$ cat config.mk
export PLATFORM = sky130hd
export DESIGN_NAME = converter
export DESIGN_NICKNAME = d
export VERILOG_FILES = /design/src/rtl/converter.sv
export SDC_FILE = /design/constraint.sdc
export NUM_CORES = 1
export LEC_CHECK = 0
export ABC_AREA = 1
export CAP_MARGIN = 15
export CORE_MARGIN = 5
export CORE_UTILIZATION = 23
export DETAILED_ROUTE_END_ITERATION = 6
export GPL_ROUTABILITY_DRIVEN = 0
export HOLD_SLACK_MARGIN = 0.12
export PLACE_DENSITY = 0.49
export SYNTH_ARGS = -nofsm -noshare
export SYNTH_HDL_FRONTEND = slang
export SYNTH_SLANG_ARGS = --single-unit
$ cat constraint.sdc
create_clock -name clk -period 3.3 [get_ports clk]
set_clock_uncertainty 0.05 [all_clocks]
set_input_delay 0.66 -clock clk [delete_from_list [all_inputs] [get_ports clk]]
set_output_delay 0.66 -clock clk [all_outputs]
set_load 0.03 [all_outputs]
$ cat src/rtl/converter.sv
// Signed 32-bit integer times 2^exp_in to IEEE-754 single precision.
// Normalises iteratively, one left shift per clock, and then packs the result with truncation.
module converter (
    input  logic        clk,
    input  logic        rst_n,
    input  logic [31:0] fixed,
    input  logic [7:0]  exp_in,
    input  logic        load_new,
    output logic [31:0] float
);

    // state | meaning
    // IDLE  | holding the last result
    // NORM  | shifting mag left until bit 31 is set (or mag is zero)
    // PACK  | assembling and writing the float word
    localparam logic [1:0] IDLE = 2'd0;
    localparam logic [1:0] NORM = 2'd1;
    localparam logic [1:0] PACK = 2'd2;

    logic [1:0]        state_q, state_d;
    logic              sign_q, sign_d;
    logic [31:0]       mag_q, mag_d;
    logic [7:0]        exp_q, exp_d;
    logic [5:0]        shcnt_q, shcnt_d;
    logic [31:0]       float_q, float_d;
    logic [31:0]       abs_fixed;
    logic signed [9:0] e_s;

    // Negating 32'h80000000 wraps back to itself, which is the correct unsigned magnitude 2^31.
    assign abs_fixed = fixed[31] ? (~fixed + 32'd1) : fixed;

    // Biased exponent: the range -1..285 fits comfortably in 10 signed bits.
    assign e_s = 10'sd158 - $signed({4'b0000, shcnt_q}) + $signed({{2{exp_q[7]}}, exp_q});

    always_comb begin
        state_d = state_q;
        sign_d  = sign_q;
        mag_d   = mag_q;
        exp_d   = exp_q;
        shcnt_d = shcnt_q;
        float_d = float_q;
        if (load_new) begin
            sign_d  = fixed[31];
            mag_d   = abs_fixed;
            exp_d   = exp_in;
            shcnt_d = 6'd0;
            state_d = NORM;
        end else begin
            case (state_q)
                NORM: begin
                    if (mag_q == 32'd0 || mag_q[31]) begin
                        state_d = PACK;
                    end else begin
                        mag_d   = {mag_q[30:0], 1'b0};
                        shcnt_d = shcnt_q + 6'd1;
                    end
                end
                PACK: begin
                    if (mag_q == 32'd0) begin
                        float_d = 32'h0;
                    end else if (e_s >= 10'sd255) begin
                        float_d = {sign_q, 8'hFF, 23'h0};
                    end else if (e_s <= 10'sd0) begin
                        float_d = {sign_q, 31'h0};
                    end else begin
                        float_d = {sign_q, e_s[7:0], mag_q[30:8]};
                    end
                    state_d = IDLE;
                end
                default: state_d = IDLE;
            endcase
        end
    end

    always_ff @(posedge clk or negedge rst_n) begin
        if (!rst_n) begin
            state_q <= IDLE;
            sign_q  <= 1'b0;
            mag_q   <= 32'd0;
            exp_q   <= 8'd0;
            shcnt_q <= 6'd0;
            float_q <= 32'h0;
        end else begin
            state_q <= state_d;
            sign_q  <= sign_d;
            mag_q   <= mag_d;
            exp_q   <= exp_d;
            shcnt_q <= shcnt_d;
            float_q <= float_d;
        end
    end

    assign float = float_q;

endmodule

==> results of run 1 <==
worst register-to-register path: stages, from the launching register on:
cell and delay (ps):
dfrtp_1 400, ha_1 230, nand3_1 120, xor2_1 200
inv_1 60, ha_1 330, nand2_1 80, nand2_1 70
inv_1 110, nand2_1 60, nand2_1 80, nand4_1 150
nand2_4 160, inv_4 60, nor2_8 130, nand3_4 310
o21ai_0 280
power by group through the flow:
stage	clock (mW)	combinational, mW	sequential (mW)
floorplan	0	0.857	1.81
global placement	0	1.80	1.55
detailed placement	0	1.80	1.56
CTS	1.21	1.81	1.54
global route	1.25	1.97	1.59
finish	1.17	1.77	1.54
Yosys cell counts (all sizes together):
library cell / n
a21oi: 19
a22oi: 1
and2: 1
and3: 1
buf: 7
clkbuf: 23
clkinv: 1
dfrtp: 81
fa: 1
ha: 11
inv: 67
nand2: 240
nand3: 100
nand3b: 1
nand4: 15
nor2: 71
nor3: 6
nor3b: 1
nor4: 3
o211ai: 13
o21ai: 51
o21bai: 3
o22ai: 1
o311ai: 3
or2: 3
xnor2: 2
xor2: 10
state kept, by name, summed over array words and instances (netlist names):
name / count
shcnt_q: 6
float: 32
sign_q: 1
mag_q: 32
exp_q: 8
state_q: 2
cell families (layout without fill, tap and decap cells):
group	Yosys count	after routing	share of synthesized area, %
AOI/OAI and AO/OA	91	91	11.2
xor gates and xnor gates	12	12	2.02
adders and majority gates	12	12	3.02
buffers and inverters	98	172	7.58
DFF	81	81	38.9
other	0	1	0
and+or+nand+nor	442	442	37.3
final cells by class:
class | instances | area share (%)
timing repair buffer | 88 | 12.7
sequential | 81 | 30.6
clock buffer | 10 | 3.46
multi-input combinational | 557 | 42.1
tap | 285 | 5.38
inverter | 68 | 3.89
antenna | 1 | 0.0378
clock inverter | 6 | 1.76
worst max-delay path by stage:
stage,cells past startpoint,start,slack [ps],end
final,16,shcnt_q[0],320,float[0]
after global routing,16,shcnt_q[0],0.4,float[0]
after CTS,16,shcnt_q[0],290,float[0]
after detailed placement,16,shcnt_q[0],320,float[0]
after global placement,16,shcnt_q[0],400,float[0]
after floorplan,16,shcnt_q[0],770,float[10]
layer usage:
layer  GRT usage (%)  part of all wire (%)  up-vias
li1                -                     -     2543
met1            15.7                    48     2186
met2            18.9                    47       69
met3            2.72                   4.3       13
met4            3.52                   1.4        2
met5               0                 0.088        -
==> results.txt, run 1 <==
----------------------------------------------------
[Timing]
  Hold WS ... 239 ps
  Crit path setup slack, layout ... 318 ps
  Relative max-transition margin ... 37.5%
  Final setup violating endpoints ... 0
  Final Hold Vio Count ... 0
  Unrepaired setup endpoints after global routing ... no
  Upper clock frequency limit ... 335 MHz
  Tcrit/Tclk final ... 90.4%
  Transition time at the pin with the least slew margin ... 937 ps
  TNS Setup ... 0 ps
  Number of pins exceeding their max-slew limit in the final report ... 0
  Post-layout minimum cycle time ... 2980 ps

[Clock tree]
  Number of clock sinks ... 81
  Post-CTS Setup Bufs ... 0
  Clock latency reported for the late side of the worst-skew pair ... between 300 and 400 ps
  Root Buffer ... clkbuf_16
  Post-CTS Hold Buffers ... 0
  Longest Clk Path Bufs ... 2
  Post_cts resized ... 0
  Clock input transition at the sequential cells of the worst setup and hold paths ... 70 ps
  Number of buffers created by CTS ... 9
  H-tree depth ... 3
  Clock tree from TritonCTS ... done

[Worst setup path]
  FF-to-FF End ... float[0]
  Slowest cell delay on critical path ... approximately 400 ps
  Setup crit start kind ... flip-flop
  Type of the worst setup path ... reg2reg
  Cell family with most CP delay ... simple AND/OR/NAND/NOR gates
  Number of cell instances on the worst register-to-register path ... 16
  Cells along the critical path ... ha_1 > nand3_1 > xor2_1 > inv_1 > ha_1 > nand2_1 > nand2_1 > inv_1 > nand2_1 > nand2_1 > nand4_1 > nand2_4 > inv_4 > nor2_8 > nand3_4 > o21ai_0
  Worst Path Max Fanout ... 23
  Library cell contributing the largest single delay on the critical path ... dfrtp_1
  Buffer and inverter count on the worst path ... 3
  Setup slack, reg-to-reg ... 320 ps
  Library cell appearing most often on the critical path ... nand2_1
  Data arrival, critical path ... 3190 ps
  Required time of the critical path ... 3510 ps
  CP Capture Type ... flip-flop
  RR Startpoint ... shcnt_q[0]

[Synth]
  Top cells by area in the synthesized netlist ... dfrtp_1, nand2_1, nand3_1, nor2_1, inv_1
  Synthesis warning total ... 0
  Number of distinct standard cells referenced by the synthesized netlist ... 40
  Sequential-to-total area share from yosys stat ... roughly two fifths
  Synth Register Bits ... 81
  Nets in the synthesized netlist ... 791
  Mean cell area of the mapped netlist ... 7.08 sq um
  Cell count after synthesis ... approximately 740
  Cell type contributing the most total cell area after synthesis ... dfrtp_1
  Area share of the largest cell type after synthesis ... between 30% and 40%
  Cell area after technology mapping ... 5210 sq um

[Final layout]
  Finished layout cell area ... between 6000 and 7000 sq um
  Most frequent cells in the layout ... nand2_1, nand3_1, dfrtp_1
  Layout Utilization ... 29.4%
  FF+latch area ... slightly above 2000 sq um
  Multi-input gate area ... approximately 2800 sq um
  Most common cell after layout, fill and taps aside ... nand2_1
  NumNets Final ... 860
  Final cell count without fillers ... between 1,000 and 1,500
  Synthesis-to-finish area growth ... 27.0%
  Total of fill cells in the finished design ... 2,461
  Layout cells sized above 1 ... 8.89%

[Outcome]
  Result of the run ... completed

[Pwr]
  Fraction of power spent switching nets ... 38.9%
  Static leakage ... 3.00 nW
  Switching power total ... 1.74 mW
  Worst IR Drop VDD ... about 0.23 mV
  Clock share of power ... 26.2%
  Overall power of the completed layout ... 4.48 mW
  Combinational fraction of design power ... 39.6%
  Part of the power in registers ... 34.3%
  Power Dens Cells ... roughly 680 nW/um^2
  Cell internal pwr ... 2.74 mW

[Job]
  Reported max-cap violation count ... 0

[Floorplanning]
  Initial Utilization ... 23.2%
  Total number of placement rows ... 55
  Number of ports placed on the die boundary ... 75
  Chip Width ... 161 um
  Vertical extent of the die ... 161 um
  Die outline area ... 25,800 sq um
  Area of the placeable core ... about 23,000 sq um

[Detailed routing]
  Number of remaining DRC errors ... 0
  Count of antenna-violating nets left after detailed routing ... 0
  WL/cell ... 13.4 um
  Post-detailed-route via-to-cell ratio ... 4.39
  First-pass DRT Iterations ... 4
  Via count ... 4,813
  Wire length after detailed routing ... 14.7 mm
  Starting DRT DRC Count ... ~250

[Global routing]
  Global-route wire length before repair ... ~25 mm
  Total GRT Usage ... 11.7%
  Final global-route overflow total ... 0
  Via count of the first global-routing pass ... 4,755
  Maximum number of pins on one net before global-route repair ... a little over 40
  Initial antenna violation count ... 1

[Place]
  Worst setup slack after placement ... 316 ps
  Post-placement cell count ... approximately 1,100
  Buffers on Ports ... 74
  Detailed placer's ending HPWL ... between 10 and 15 mm
  Placed instance area ... 6280 sq um

[Worst hold path]
  Class of the worst hold path ... in2async

----------------------------------------------------
(Power assumes the default switching activity.)
==> run 2, diff against run 1 <==
CORE_ASPECT_RATIO = 0.5   (was not set)
CORE_MARGIN = 2   (was 5)
RECOVER_POWER = 100   (was not set)
==> run 2 against run 1 <==
Against the previous run:
- utilization is 0.66 points higher
- clock-buffer cell count is 1 lower
- total power is 1.2% lower
- non-clock buffer count stayed put
- register-to-register slack worse by 30 ps
- flip-flop and latch count stayed put
- wire length is 7.4% higher
- global-route usage is 1.6 points higher
- critical path depth is 2 lower
- setup slack worse by 30 ps
- cell count is 1.5% higher
- critical endpoint is now float[21]
==> results.txt, run 2 (same netlist as run 1, synthesis figures left out) <==
----------------------------------------------------
[Detailed routing]
  Post-detailed-route via-to-cell ratio ... 4.53
  Wire length after detailed routing ... between 15 and 20 mm
  Count of antenna-violating nets left after detailed routing ... 0
  Starting DRT DRC Count ... 393
  Via count ... 5,034
  Number of remaining DRC errors ... 0
  WL/cell ... 14.2 um
  First-pass DRT Iterations ... 5

[Worst setup path]
  Worst Path Max Fanout ... 11
  Type of the worst setup path ... reg2reg
  Required time of the critical path ... 3470 ps
  Setup crit start kind ... flip-flop
  Number of cell instances on the worst register-to-register path ... 14
  Data arrival, critical path ... ~3200 ps
  RR Startpoint ... shcnt_q[2]
  FF-to-FF End ... float[21]
  Setup slack, reg-to-reg ... 290 ps
  CP Capture Type ... flip-flop

[Timing]
  Tcrit/Tclk final ... roughly nine tenths
  Post-layout minimum cycle time ... about 3000 ps
  TNS Setup ... 0 ps
  Relative max-transition margin ... 4.37%
  Final setup violating endpoints ... 0
  Number of pins exceeding their max-slew limit in the final report ... 0
  Upper clock frequency limit ... 332 MHz
  Transition time at the pin with the least slew margin ... between 1000 and 1500 ps
  Final Hold Vio Count ... 0
  Unrepaired setup endpoints after global routing ... no

[Floorplanning]
  Vertical extent of the die ... 110 um
  Area of the placeable core ... ~22,000 sq um
  Die outline area ... 24,000 sq um
  Chip Width ... between 200 and 250 um
  Initial Utilization ... a little under a quarter
  Number of ports placed on the die boundary ... 75
  Total number of placement rows ... 38

[Global routing]
  Via count of the first global-routing pass ... about 5,000
  Final global-route overflow total ... 0
  Maximum number of pins on one net before global-route repair ... between 50 and 60
  Total GRT Usage ... 13.4%
  Global-route wire length before repair ... between 20 and 30 mm
  Initial antenna violation count ... 0

[Final layout]
  Layout cells sized above 1 ... 7.51%
  Final cell count without fillers ... 1,112
  Synthesis-to-finish area growth ... 26.8%
  NumNets Final ... 862
  Antenna diodes ... 0
  FF+latch area ... 2030 sq um
  Multi-input gate area ... 2790 sq um
  Finished layout cell area ... around 6600 sq um
  Total of fill cells in the finished design ... 2,396
  Most frequent cells in the layout ... nand2_1, nand3_1, dfrtp_1
  Most common cell after layout, fill and taps aside ... nand2_1

[Clock tree]
  Clock input transition at the sequential cells of the worst setup and hold paths ... 60 ps
  Post_cts resized ... 0
  Post-CTS Setup Bufs ... 0
  Number of buffers created by CTS ... 9
  Root Buffer ... clkbuf_16
  H-tree depth ... 3
  Post-CTS Hold Buffers ... 0
  Clock latency reported for the late side of the worst-skew pair ... roughly 340 ps
  Longest Clk Path Bufs ... 2
  Clock tree from TritonCTS ... done
  Number of clock sinks ... 81

[Pwr]
  Static leakage ... 3.06 nW
  Power Dens Cells ... 670 nW/um^2
  Worst IR Drop VDD ... 0.251 mV

[Place]
  Detailed placer's ending HPWL ... about 12 mm
  Placed instance area ... 6290 sq um
  Post-placement cell count ... 1,094
  Buffers on Ports ... 74

[Job]
  Reported max-cap violation count ... 0

[Worst hold path]
  Hold path startpoint ... float[28]
  Class of the worst hold path ... reg2reg
  Hold Crit Endpoint ... float[28]
  Hold Crit Depth ... 2

[Outcome]
  Result of the run ... completed

----------------------------------------------------
## run 2: cell types whose count changed in the layout (fill, tap and decap cells not counted), moves of 4 or more
cell / delta
o21ai_2: -9
clkdlybuf4s50_1: -33
clkbuf_1: +4
o21ai_1: +7
buf_4: -6
dlygate4sd3_1: +33
## run 2: worst max-delay path by stage
stage / startpoint / end / slack [ps] / depth (start not counted)
2_1_floorplan: shcnt_q[0] / float[10] / 770 / 16
3_3_place_gp: shcnt_q[0] / float[1] / 350 / 16
3_5_place_dp: shcnt_q[0] / float[2] / 250 / 16
4_1_cts: shcnt_q[0] / float[1] / 240 / 16
5_1_grt: shcnt_q[0] / float[21] / 30 / 15
6_report: shcnt_q[2] / float[21] / 290 / 14
## run 2: layer usage
metal | wire length, um | part of all wire [%] | GRT usage (%)
met5 | 0 | 0 | 0
met4 | 139 | 0.88 | 2.88
met3 | 491 | 3.1 | 2.29
met2 | 7690 | 49 | 23.8
met1 | 7480 | 47 | 16.8
## run 2: stage by stage
stage                     hold WS [ps]  total power, mW  util [%]  setup slack (ps)
final                              423             4.43      30.1               288
after detailed placement           420             3.37      28.7               249
after floorplan                    314             2.66         -               773
after CTS                          358             4.56      30.2               241
after global routing               451             4.73      30.1              25.5
after global placement             418             3.36      28.7               347
## run 2: power by group
group | internal (mW) | leakage, nW | switching (mW) | total, mW
Combinational | 0.620 | 1.86 | 1.10 | 1.72
Clock | 0.740 | 0.162 | 0.429 | 1.17
Sequential | 1.30 | 1.03 | 0.242 | 1.54
Total | 2.66 | 3.06 | 1.77 | 4.43
## run 2: layout make-up
class	count	share of cell area (%)
inverter	68	3.90
timing repair buffer	88	12.4
tap	300	5.68
clock inverter	7	1.80
clock buffer	9	3.41
sequential	81	30.7
multi-input combinational	559	42.1
## run 2: worst max-delay path, stage by stage (launching register included)
cell,delay (ps)
dfrtp_1,390
nand2_1,70
nor2_1,160
nand3_1,140
xor2_1,170
inv_1,80
ha_1,360
a21oi_1,310
nor2_1,80
nor2_1,90
nand2_1,90
xor2_1,260
nand2_1,280
nand3_4,290
o21ai_1,80
==> run 3, diff against run 2 <==
clock period = 3 ns   (was 3.3 ns; I/O delays follow)
==> run 3 against run 2 <==
Against the previous run:
- the run now ends with capacitance limit, slew limit left
- non-clock buffer count up 3
- sequential power up 10%
- flip-flop and latch count unchanged
- clock-buffer cell count up 2
- global-route usage up 0.26 points
- first-iteration DRC count up 1.3%
==> results.txt, run 3 (same netlist as run 1, synthesis figures left out) <==
----------------------------------------------------
[Outcome]
  Violated checks ... capacitance limit, slew limit
  Result of the run ... finished, violations left

[Clock tree]
  Number of buffers created by CTS ... 9
  Clock tree from TritonCTS ... done
  Clock latency reported for the late side of the worst-skew pair ... 350 ps
  Root Buffer ... clkbuf_16
  Number of clock sinks ... 81
  Clock input transition at the sequential cells of the worst setup and hold paths ... 60 ps
  Longest Clk Path Bufs ... 2
  H-tree depth ... 3

[Final layout]
  Layout cells sized above 1 ... 10.7%
  Synthesis-to-finish area growth ... 29.1%
  Final cell count without fillers ... 1,114
  Layout Utilization ... 30.6%
  Most frequent cells in the layout ... nand2_1, nand3_1, dfrtp_1
  Multi-input gate area ... 2920 sq um
  NumNets Final ... a little under 900
  Antenna diodes ... 0
  FF+latch area ... roughly 2000 sq um
  Most common cell after layout, fill and taps aside ... nand2_1
  Total of fill cells in the finished design ... 2,362

[Detailed routing]
  Starting DRT DRC Count ... ~400
  Via count ... approximately 5,000
  WL/cell ... 14.4 um
  Wire length after detailed routing ... approximately 16 mm
  First-pass DRT Iterations ... 4
  Count of antenna-violating nets left after detailed routing ... 0
  Post-detailed-route via-to-cell ratio ... approximately 4.5
  Number of remaining DRC errors ... 0

[Timing]
  Post-layout minimum cycle time ... 2830 ps
  Final setup violating endpoints ... 0
  Final Hold Vio Count ... 0
  Upper clock frequency limit ... 354 MHz
  Relative max-transition margin ... -40.1%
  Hold WS ... 420 ps
  Number of pins exceeding their max-slew limit in the final report ... 82
  Transition time at the pin with the least slew margin ... 2100 ps
  Tcrit/Tclk final ... around 94%

[Worst setup path]
  Slowest cell delay on critical path ... 380 ps
  Worst Path Max Fanout ... 6
  Type of the worst setup path ... reg2reg
  Setup crit start kind ... flip-flop
  Library cell contributing the largest single delay on the critical path ... dfrtp_1
  Cells along the critical path ... ha_1 > nand3_1 > o21ai_0 > ha_1 > nand2_1 > nand2_1 > a21oi_1 > nand4_1 > nand2_4 > inv_4 > nor2_8 > buf_12 > nand3_4 > o21ai_2
  CP Capture Type ... flip-flop
  Buffer and inverter count on the worst path ... 2
  Cell family with most CP delay ... simple AND/OR/NAND/NOR gates
  Data arrival, critical path ... just over 3000 ps
  Required time of the critical path ... 3230 ps

[Place]
  Detailed placer's ending HPWL ... 11.7 mm
  Post-placement cell count ... 1,095
  Buffers on Ports ... 74

[Floorplanning]
  Chip Width ... around 220 um
  Number of ports placed on the die boundary ... 75
  Total number of placement rows ... 38
  Initial Utilization ... around a quarter
  Area of the placeable core ... 22,000 sq um
  Die outline area ... 24,000 sq um
  Vertical extent of the die ... 110 um

[Global routing]
  Via count of the first global-routing pass ... 5,066
  Initial antenna violation count ... 0
  Global-route wire length before repair ... about 26 mm
  Final global-route overflow total ... 0
  Total GRT Usage ... 13.6%
  Maximum number of pins on one net before global-route repair ... 82

[Pwr]
  Static leakage ... 3.10 nW
  Power Dens Cells ... 698 nW/um^2
  Worst IR Drop VDD ... 0.256 mV

[Job]
  Reported max-cap violation count ... 1

[Worst hold path]
  Class of the worst hold path ... reg2reg

----------------------------------------------------
==> run 3: cell types whose count changed in the layout (fill, tap and decap cells not counted), sizes merged <==
cell | previous run | this run
buf | 9 | 12
bufinv | 3 | 0
clkbuf | 15 | 17
clkdlybuf4s50 | 40 | 39
clkinvlp | 2 | 1
dlygate4sd3 | 33 | 34
nand3 | 102 | 103
==> run 3: what timing repair did <==
item / CTS / global route
gates cloned: 0 / 3
setup endpoints to repair: 4 / 29
resized for setup: 1 / 21
pin swaps: 1 / 4
endpoints found under the hold margin: 0 / 0
setup buffers: 0 / 2
hold buffers: 0 / 0
==> run 3: per-layer routing <==
metal  GRT usage (%)  up-vias  wire [um]
met5               0        -          0
met4            3.20        0        201
met3            3.06       14        441
met2            23.5       61       7690
met1            17.2     2402       7700
li1                -     2554          -
==> run 3: final timing paths <==
path                            start         to  slack [ps]  cells past startpoint
max in group asynchronous       rst_n  float[26]         740                      2
max                        shcnt_q[1]  float[18]         170                     14
max reg2reg                shcnt_q[1]  float[18]         170                     14
min reg2reg                 float[26]  float[26]         420                      2
min in group asynchronous       rst_n   mag_q[9]         920                      2
min                         float[26]  float[26]         420                      2
==> run 3: area by class of cell <==
class                   instances  share of cell area [%]
flip-flops and latches         81                    30.1
repair buffers                 91                    13.0
multi-input cells             560                    43.5
well taps                     300                    5.58
inverters                      68                    3.83
clock inverters                 3                   0.260
clock buffers                  11                    3.76
==> run 3: tightest hold or removal path, cell delays in order, from the launching register on <==
cell	delay, ps
dfrtp_1	340
nand2_1	50
nand2_1	50
==> run 3: metrics by stage <==
step	worst slack, ps	TNS (ps)	cell area [sq um]	power, mW
finish	173	0	6730	4.70
global route	-16.5	-50.8	6730	5.05
CTS	-30.2	-60.5	6600	4.79
detailed placement	-50.9	-109	6330	3.72
global placement	82.6	0	6330	3.71
floorplan	473	0	5210	2.93
==> run 3: power by group <==
part           internal (mW)  total (mW)  switching, mW
registers               1.43        1.70          0.271
logic                  0.715        1.95           1.24
clock network          0.593        1.04          0.445
